$ cat config.mk
export PLATFORM = sky130hd
export DESIGN_NAME = tone_divider_flat
export DESIGN_NICKNAME = d
export VERILOG_FILES = /design/src/rtl/tone_divider_pkg.sv /design/src/rtl/tone_divider_if.sv /design/src/rtl/tone_divider.sv /design/src/flat_wrapper.sv
export SDC_FILE = /design/constraint.sdc
export NUM_CORES = 1
export LEC_CHECK = 0
export CAP_MARGIN = 15
export CORE_UTILIZATION = 50
export CTS_CLUSTER_DIAMETER = 80
export DETAILED_ROUTE_END_ITERATION = 12
export PLACE_DENSITY = 0.87
export SLEW_MARGIN = 30
export SYNTH_ARGS = -nofsm -noshare
export SYNTH_HDL_FRONTEND = slang
export SYNTH_SLANG_ARGS = --single-unit
export TNS_END_PERCENT = 100
$ cat constraint.sdc
create_clock -name clk -period 1.9 [get_ports clk]
set_input_delay 0.38 -clock clk [delete_from_list [all_inputs] [get_ports clk]]
set_output_delay 0.38 -clock clk [all_outputs]
set_load 0.03 [all_outputs]
$ cat src/rtl/tone_divider_pkg.sv
// Shared constants and state encoding for the tone divider and its upstream
// note decoder / sequencer.
`timescale 1ns/1ps
package tone_divider_pkg;

    localparam int TONE_W = 11;
    localparam logic [TONE_W-1:0] TONE_REST = 11'h7FF;

    typedef enum logic [1:0] {
        IDLE = 2'd0,
        RUN  = 2'd1,
        REST = 2'd2
    } state_e;

endpackage

$ cat src/rtl/tone_divider_if.sv
// Note-control / speaker bundle between the note sequencer and the tone divider.
`timescale 1ns/1ps
interface tone_divider_if
    import tone_divider_pkg::*;
#(
    parameter int W = TONE_W
) ();

    logic         en;
    logic [W-1:0] tone;
    logic         spks;
    logic         carry;
    logic         active;
    logic [W-1:0] tone_q;

    modport master (
        output en, tone,
        input  spks, carry, active, tone_q
    );

    modport slave (
        input  en, tone,
        output spks, carry, active, tone_q
    );

endinterface

$ cat src/rtl/tone_divider.sv
// Programmable square-wave tone generator: an up-counter preset to the note
// value runs to all-ones, and each terminal count ends one half-period.
//
// state | meaning
// IDLE  | disabled, speaker silent, counter cleared
// RUN   | counting toward terminal count, speaker toggles at each carry
// REST  | enabled but silent, waiting for a non-rest note
`timescale 1ns/1ps
module tone_divider
    import tone_divider_pkg::*;
#(
    parameter int           W         = TONE_W,
    parameter logic [W-1:0] REST_CODE = TONE_REST
) (
    input  logic          clk,
    input  logic          rst_n,
    tone_divider_if.slave bus
);

    state_e       state, state_nxt;
    logic [W-1:0] cnt, cnt_nxt;
    logic [W-1:0] tone_q, tone_q_nxt;
    logic         spks, spks_nxt;
    logic         active;
    logic         carry;

    // Decoded purely from registers so the strobe never sees input glitches.
    assign carry = (state == RUN) && (cnt == REST_CODE);

    always_ff @(posedge clk or negedge rst_n) begin
        if (!rst_n) begin
            state  <= IDLE;
            cnt    <= '0;
            tone_q <= REST_CODE;
            spks   <= 1'b0;
            active <= 1'b0;
        end else begin
            state  <= state_nxt;
            cnt    <= cnt_nxt;
            tone_q <= tone_q_nxt;
            spks   <= spks_nxt;
            active <= (state_nxt == RUN);
        end
    end

    always_comb begin
        state_nxt  = state;
        cnt_nxt    = cnt;
        tone_q_nxt = tone_q;
        spks_nxt   = spks;
        if (!bus.en) begin
            state_nxt  = IDLE;
            cnt_nxt    = '0;
            tone_q_nxt = REST_CODE;
            spks_nxt   = 1'b0;
        end else begin
            case (state)
                IDLE: begin
                    cnt_nxt    = bus.tone;
                    tone_q_nxt = bus.tone;
                    state_nxt  = (bus.tone != REST_CODE) ? RUN : REST;
                end
                RUN: begin
                    // The note input is only looked at on the carry edge.
                    if (carry) begin
                        if (bus.tone != REST_CODE) begin
                            spks_nxt   = ~spks;
                            cnt_nxt    = bus.tone;
                            tone_q_nxt = bus.tone;
                        end else begin
                            spks_nxt   = 1'b0;
                            tone_q_nxt = REST_CODE;
                            state_nxt  = REST;
                        end
                    end else if (cnt != REST_CODE) begin
                        cnt_nxt = cnt + 1'b1;
                    end
                end
                REST: begin
                    spks_nxt = 1'b0;
                    if (bus.tone != REST_CODE) begin
                        cnt_nxt    = bus.tone;
                        tone_q_nxt = bus.tone;
                        state_nxt  = RUN;
                    end
                end
                default: begin
                    state_nxt  = IDLE;
                    cnt_nxt    = '0;
                    tone_q_nxt = REST_CODE;
                    spks_nxt   = 1'b0;
                end
            endcase
        end
    end

    assign bus.spks   = spks;
    assign bus.carry  = carry;
    assign bus.active = active;
    assign bus.tone_q = tone_q;

endmodule

$ cat src/flat_wrapper.sv
// flat-port wrapper written by rule: the top's interface ports become plain ports
module tone_divider_flat import tone_divider_pkg::*;
#(
    parameter int           W         = TONE_W,
    parameter logic [W-1:0] REST_CODE = TONE_REST
)
  (clk, rst_n, bus_en, bus_tone, bus_spks, bus_carry, bus_active, bus_tone_q);
  tone_divider_if #(.W(W)) bus_i ();
  input  logic clk;
  input  logic rst_n;
  input wire logic [$bits(bus_i.en)-1:0] bus_en;
  input wire logic [$bits(bus_i.tone)-1:0] bus_tone;
  output wire logic [$bits(bus_i.spks)-1:0] bus_spks;
  output wire logic [$bits(bus_i.carry)-1:0] bus_carry;
  output wire logic [$bits(bus_i.active)-1:0] bus_active;
  output wire logic [$bits(bus_i.tone_q)-1:0] bus_tone_q;
  assign bus_i.en = bus_en;
  assign bus_i.tone = bus_tone;
  assign bus_spks = bus_i.spks;
  assign bus_carry = bus_i.carry;
  assign bus_active = bus_i.active;
  assign bus_tone_q = bus_i.tone_q;
  tone_divider #(.W(W), .REST_CODE(REST_CODE)) u_core (.clk(clk), .rst_n(rst_n), .bus(bus_i));
endmodule
# Yosys cells after proc, flatten, opt, wreduce, memory -nomap -nowiden
# Cells that the tools add are included.
[word_totals] elab_cells=41 out_inout_bits=14 inputBits=14 regBits=26
[op_classes] add_sub_neg=1 n_bitwise=1 n_eq_ne=10 reduce_logical=4 n_mux=20
[op_table] op="$mux W11" n=8
[op_table] op="$pmux W11 S3" n=2
[op_table] op="$ne A11 B11 Y1 const B" n=2
[op_table] op="$add A11 B1 Y11 const B" n=1
[op_table] op="$eq A11 B11 Y1 const B" n=1
[op_table] op="$mux W2" n=5
[op_table] op="$pmux W2 S3" n=1
[op_table] op="$eq A2 B1 Y1 const B" n=2
[op_table] op="$ne A4 B4 Y1 const B" n=1
[op_table] op="$reduce_and A2 Y1" n=2
[op_table] op="$mux W1" n=3
[op_table] op="$ne A3 B2 Y1 const B" n=1
[op_table] op="$ne A3 B3 Y1 const B" n=1
[op_table] op="$eq A2 B2 Y1 const B" n=1
[op_table] op="$logic_not A2 Y1" n=1
[op_table] op="$ne A2 B2 Y1 const B" n=1
[op_table] op="$pmux W1 S2" n=1
[op_table] op="$logic_and A1 B1 Y1" n=1
[op_table] op="$not A1 Y1" n=1

# Logic depth before layout (Yosys ltp)
[logic_depth] ltp_word=6 depth_mapped=6 depth_no_buf=5

# Least setup slack after synthesis
# OpenSTA, ideal clock, no wires.
[synth_timing] kind="register to register" start="reg u_core.cnt[0]" end="reg u_core.cnt[9]" synth_period_minus_slack_ps=2316 arrival_ps=2231 setup_slack_ps=-416 setup_time_ps=85 path_buffers=0 path_stages_with_launch=6 required_ps=1815 path_cell_list="dfrtp_1 > ha_1 > nand3_1 > nor4_1 > a22oi_1 > o22ai_1"
[synth_via] elab_chain_cells=5 word_cells_on_any_way=9 classes_between="add/sub (1); eq/ne (3); mux (4); reduce/logical (1)"
[synth_rtl] element="start, declared" line="tone_divider.sv:21" text="logic [W-1:0] cnt, cnt_nxt;"
[synth_rtl] element="start signal, assigned" line="tone_divider.sv:39" text="cnt <= cnt_nxt;"
[synth_rtl] element="$eq A11 B11 Y1 (*)" line="tone_divider.sv:28" text="assign carry = (state == RUN) && (cnt == REST_CODE);"
[synth_rtl] element="$logic_and A1 B1 Y1 (*)" line="tone_divider.sv:28"
[synth_rtl] element="named net bus_carry" line="flat_wrapper.sv:14" text="output wire logic [$bits(bus_i.carry)-1:0] bus_carry;"
[synth_rtl] element="$mux W11" line="tone_divider.sv:65" text="if (carry) begin"
[synth_rtl] element="$pmux W11 S3" line="tone_divider.sv:57" text="case (state)"
[synth_rtl] element="$mux W11" line="tone_divider.sv:51" text="if (!bus.en) begin"
# The timed path passes the listed nets; every way through them passes the cells marked *. The select of a mux whose other input is x is not followed.
# A chain may end at the register's enable or synchronous reset.

# Worst setup path after layout
[layout_timing] start="in bus_tone[3]" end="reg u_core.cnt[7]"
[layout_via] elab_chain_cells=5
[layout_rtl] element="start, declared" line="flat_wrapper.sv:12" text="input wire logic [$bits(bus_i.tone)-1:0] bus_tone;"
[layout_rtl] element="$ne A11 B11 Y1 (*)" line="tone_divider.sv:66, tone_divider.sv:81"
[layout_rtl] element="$mux W11 (*)"
[layout_rtl] element="$mux W11"
[layout_rtl] element="$pmux W11 S3 (*)"
[layout_rtl] element="$mux W11 (*)"
# Every way passes the cells marked *; elsewhere a longest branch is shown, timed or not.

==> impl_metrics.py <==
metrics = {
    "run_status": {
        "run_status": "finished with violations",
        "violations": "design-rule violations, negative setup slack",
    },
    "synthesis": {
        "combinational_family_with_the_most_area_after_synthesis": "simple AND/OR/NAND/NOR gates",
        "synth_cells": 161,
        "count_of_flip_flops_with_a_built_in_enable_after_synthesis": 0,
        "syn_area_sq_mm": 0.00153,
        "postSynthRegisterBits": 26,
        "synthArstFlopShare": 1.00,
        "synth-main-ff-cell": "dfrtp_1",
        "post_syn_nets": 176,
        "post_synth_and_or_nand_nor_area_fraction": 0.232,
        "ys_seq_area_frac": 0.434,
        "adder_and_majority_gate_portion_of_the_synthesized_area": 0.00817,
        "synth.distinct_cells": 43,
        "multiplexer_share_of_the_synthesized_area": 0.0588,
        "avg_inst_size_synth_sq_um": 9.51,
        "synth-xor-area-share": 0.0343,
        "yosys_warnings": 0,
        "synth_compound_gate_area_share": 0.188,
    },
    "layout": {
        "antenna-diode-count": 0,
        "utilization": 0.806,
        "layout_overhead_on_the_synthesized_area_pct": 48.9,
        "stdcell_area_sq_mm": 0.00228,
        "filler_cell_count": 188,
        "seqCellArea_sq_um": 668,
        "multi_input_area_sq_um": 871,
        "nNetsFinal": 243,
        "post_route_cells_drive_above_1_share": 0.335,
    },
    "worst_setup_path": {
        "r2r_cells": 6,
        "cp.required_ps": 2120,
        "timing.rr.start": "u_core.cnt[1]$_DFFE_PN0P_",
        "cp_num_buf_inv": 2,
        "timing.setup.critical_path_class": "in -> reg",
        "rr_endpoint": "u_core.bus.spks$_DFFE_PN0P_",
        "cp_top_family": "buffers and inverters",
        "slowest_stage": "or4_4",
        "worstSetupStartpointType": "primary input",
        "cp-end-kind": "flop",
        "worstPathMaxFanout": 5,
        "timing.critical_path.arrival_ps": 2150,
        "timing.critical_path.from": "bus_tone[3]",
        "crit_path_cell_trace": "clkdlybuf4s50_1 > nand2_1 > or4_4 > buf_4 > o31ai_1 > o32ai_1",
        "timing.critical_path.slowest_cell_delay_ps": 530,
        "timing.reg2reg.setup_slack_ps": 90,
    },
    "global_routing": {
        "grt_first_pass_wirelength_microns": 7810,
        "grt_pass1_vias": 1643,
        "grtUsageTotal": 0.313,
        "grt_max_degree": 27,
        "grt_remaining_overflow": 0,
        "grt_antenna_before_repair": 0,
    },
    "drt": {
        "wl_met2_microns": 2480,
        "sum_of_routed_wire_segments_on_met1_microns": 2010,
        "drt_first_pass_iters": 8,
        "dr.max_layer_used": "met4",
        "num_vias": 1616,
        "drt-wirelength-per-cell_microns": 19.0,
        "ant_nets": 0,
        "drt_iter0_markers": 134,
        "remaining_drc_errors": 1,
        "routed_wirelength_microns": 4900,
        "routed_via_density": 6.26,
        "met3WireLength_microns": 260,
    },
    "clock_tree": {
        "clock_latency_of_the_later_clocked_register_in_the_worst_skew_pair_ps": 330,
        "tritoncts_num_sinks": 26,
        "clkTransAtPathRegs_ps": 150,
        "root_buffer": "clkbuf_4",
        "cts_buffer_count": 3,
        "ctsHoldBuffers": 0,
        "cts.path.max_buffers": 2,
        "cts_htree_levels": 1,
        "cts_tree": "built",
    },
    "timing": {
        "rsz0062_at_grt": "yes",
        "worstMarginPinSlew_ps": 558,
        "hold_viol": 0,
        "final_max_slew_viol_count": 0,
        "setup_tns_ps": -36.2,
        "finalWorstPathRequiredPeriod_ps": 1930,
        "setup_ws_ps": -30.7,
        "clock-skew-final_ps": 2.77,
        "final.period_utilization": 1.02,
        "timing.fmax_mhz": 518,
        "timing.slew.headroom": 0.622,
        "final-setup-viol-count": 2,
    },
    "placement": {
        "placement.io_buffers": 27,
        "place_ws_ps": -321,
        "hpwlAfterDp_microns": 3440,
        "postPlaceCellArea_sq_mm": 0.00206,
        "finalWeightedCongestion": 0.972,
    },
    "die": {
        "core_area_sq_mm": 0.00283,
        "placement_rows": 19,
        "die-width_microns": 57.3,
        "die_height_microns": 57.3,
        "start_util": 0.541,
        "die_area_sq_mm": 0.00329,
        "io_pins": 28,
    },
    "pwr": {
        "power_density_mw_per_mm2": 555,
        "p_leak_uw": 0.000981,
        "vdd_drop_max_uv": 401,
    },
    "flow_run": {
        "maxCapViolCount": 0,
    },
    "hold_path": {
        "hp-class": "in -> async",
    },
}
[power breakdown]
part           internal (uW)  switching [uW]
Combinational            142             156
Sequential               597            29.0
Clock                    161             180
[final cells by class]
cell class | instances | area share
multi-input cells | 121 | 0.382
flip-flops and latches | 26 | 0.293
repair buffers | 71 | 0.279
inverters | 5 | 0.00823
well taps | 31 | 0.0170
clock buffers | 4 | 0.0209
[through the flow]
stage               instances  hold WS (ps)  power, uW
global route              258           406       1320
CTS                       253           396       1250
floorplan                 161          84.4        757
finish                    258           389       1260
detailed placement        243           488        906
global placement          243           478        897
[registers in the layout, summed over array words and instances, names as in the netlist]
name and cells:
u_core.cnt 11, u_core.bus.spks 1, u_core.bus.tone_q 11, u_core.bus.active 1, u_core.state 2
[repair_timing]
item	CTS	global route
setup buffers	6	4
endpoints found under the setup margin	12	10
gates cloned	0	1
resized for setup	22	9
pin swaps	4	3
[cells in the mapped netlist (4+ instances only)]
cell type / instances / area, sq um
mux2i_1: 9 / 90.1
nor2_1: 15 / 56.3
clkbuf_1: 6 / 22.5
o22ai_1: 5 / 31.3
o31ai_1: 5 / 37.5
dfstp_2: 11 / 289
dfrtp_1: 15 / 375
a21oi_1: 4 / 20.0
nand4_1: 4 / 25.0
nor2b_1: 12 / 75.1
nand3_1: 5 / 25.0
nand2_1: 10 / 37.5
nor3_1: 4 / 20.0
inv_1: 5 / 18.8
o21ai_0: 9 / 45.0
[logic make-up (layout without fill, tap and decap cells)]
kind of cell	count (synthesis)	after routing
fa+ha+maj	1	1
buf+inv	14	80
mux	9	9
xor+xnor	6	6
simple gates	65	65
compound gates	40	40
flops	26	26
[routing by layer]
layer	up-vias	global-route usage
met5	-	0
met2	78	0.527
met1	785	0.414
met3	20	0.0249
li1	733	-
met4	0	0.136
[worst max-delay path by stage]
stage | end | slack [ps] | cells past startpoint
5_1_grt | bus_carry | -60 | 4
2_1_floorplan | u_core.cnt[9]$_DFFE_PN0P_ | 160 | 5
3_3_place_gp | u_core.cnt[7]$_DFFE_PN0P_ | -260 | 6
3_5_place_dp | u_core.bus.tone_q[3]$_DFFE_PN1P_ | -320 | 6
4_1_cts | bus_carry | -20 | 4
6_report | u_core.cnt[7]$_DFFE_PN0P_ | -30 | 6
[placed cells by master, fill, tap and decap left out, types with 2 or more instances in the layout]
cell type and instances:
dlygate4sd2_1 11, inv_1 5, clkbuf_16 2, nand2b_1 2, nand4_1 4, nand3_1 3
mux2i_1 8, and4_1 2, nor2b_1 12, a31oi_1 3, o22ai_1 5, clkdlybuf4s50_1 11
clkbuf_4 3, o21ai_0 9, dfrtp_2 3, nor2_1 15, a21oi_1 4, a21boi_0 2
xor2_1 3, nand2_1 10, buf_6 3, o31ai_1 5, and3_1 3, dfstp_2 11
a22oi_1 2, xnor2_1 3, dlymetal6s2s_1 4, buf_4 40, nor3_1 3, dfrtp_1 12
No activity file was read; power rests on OpenSTA's default activity.
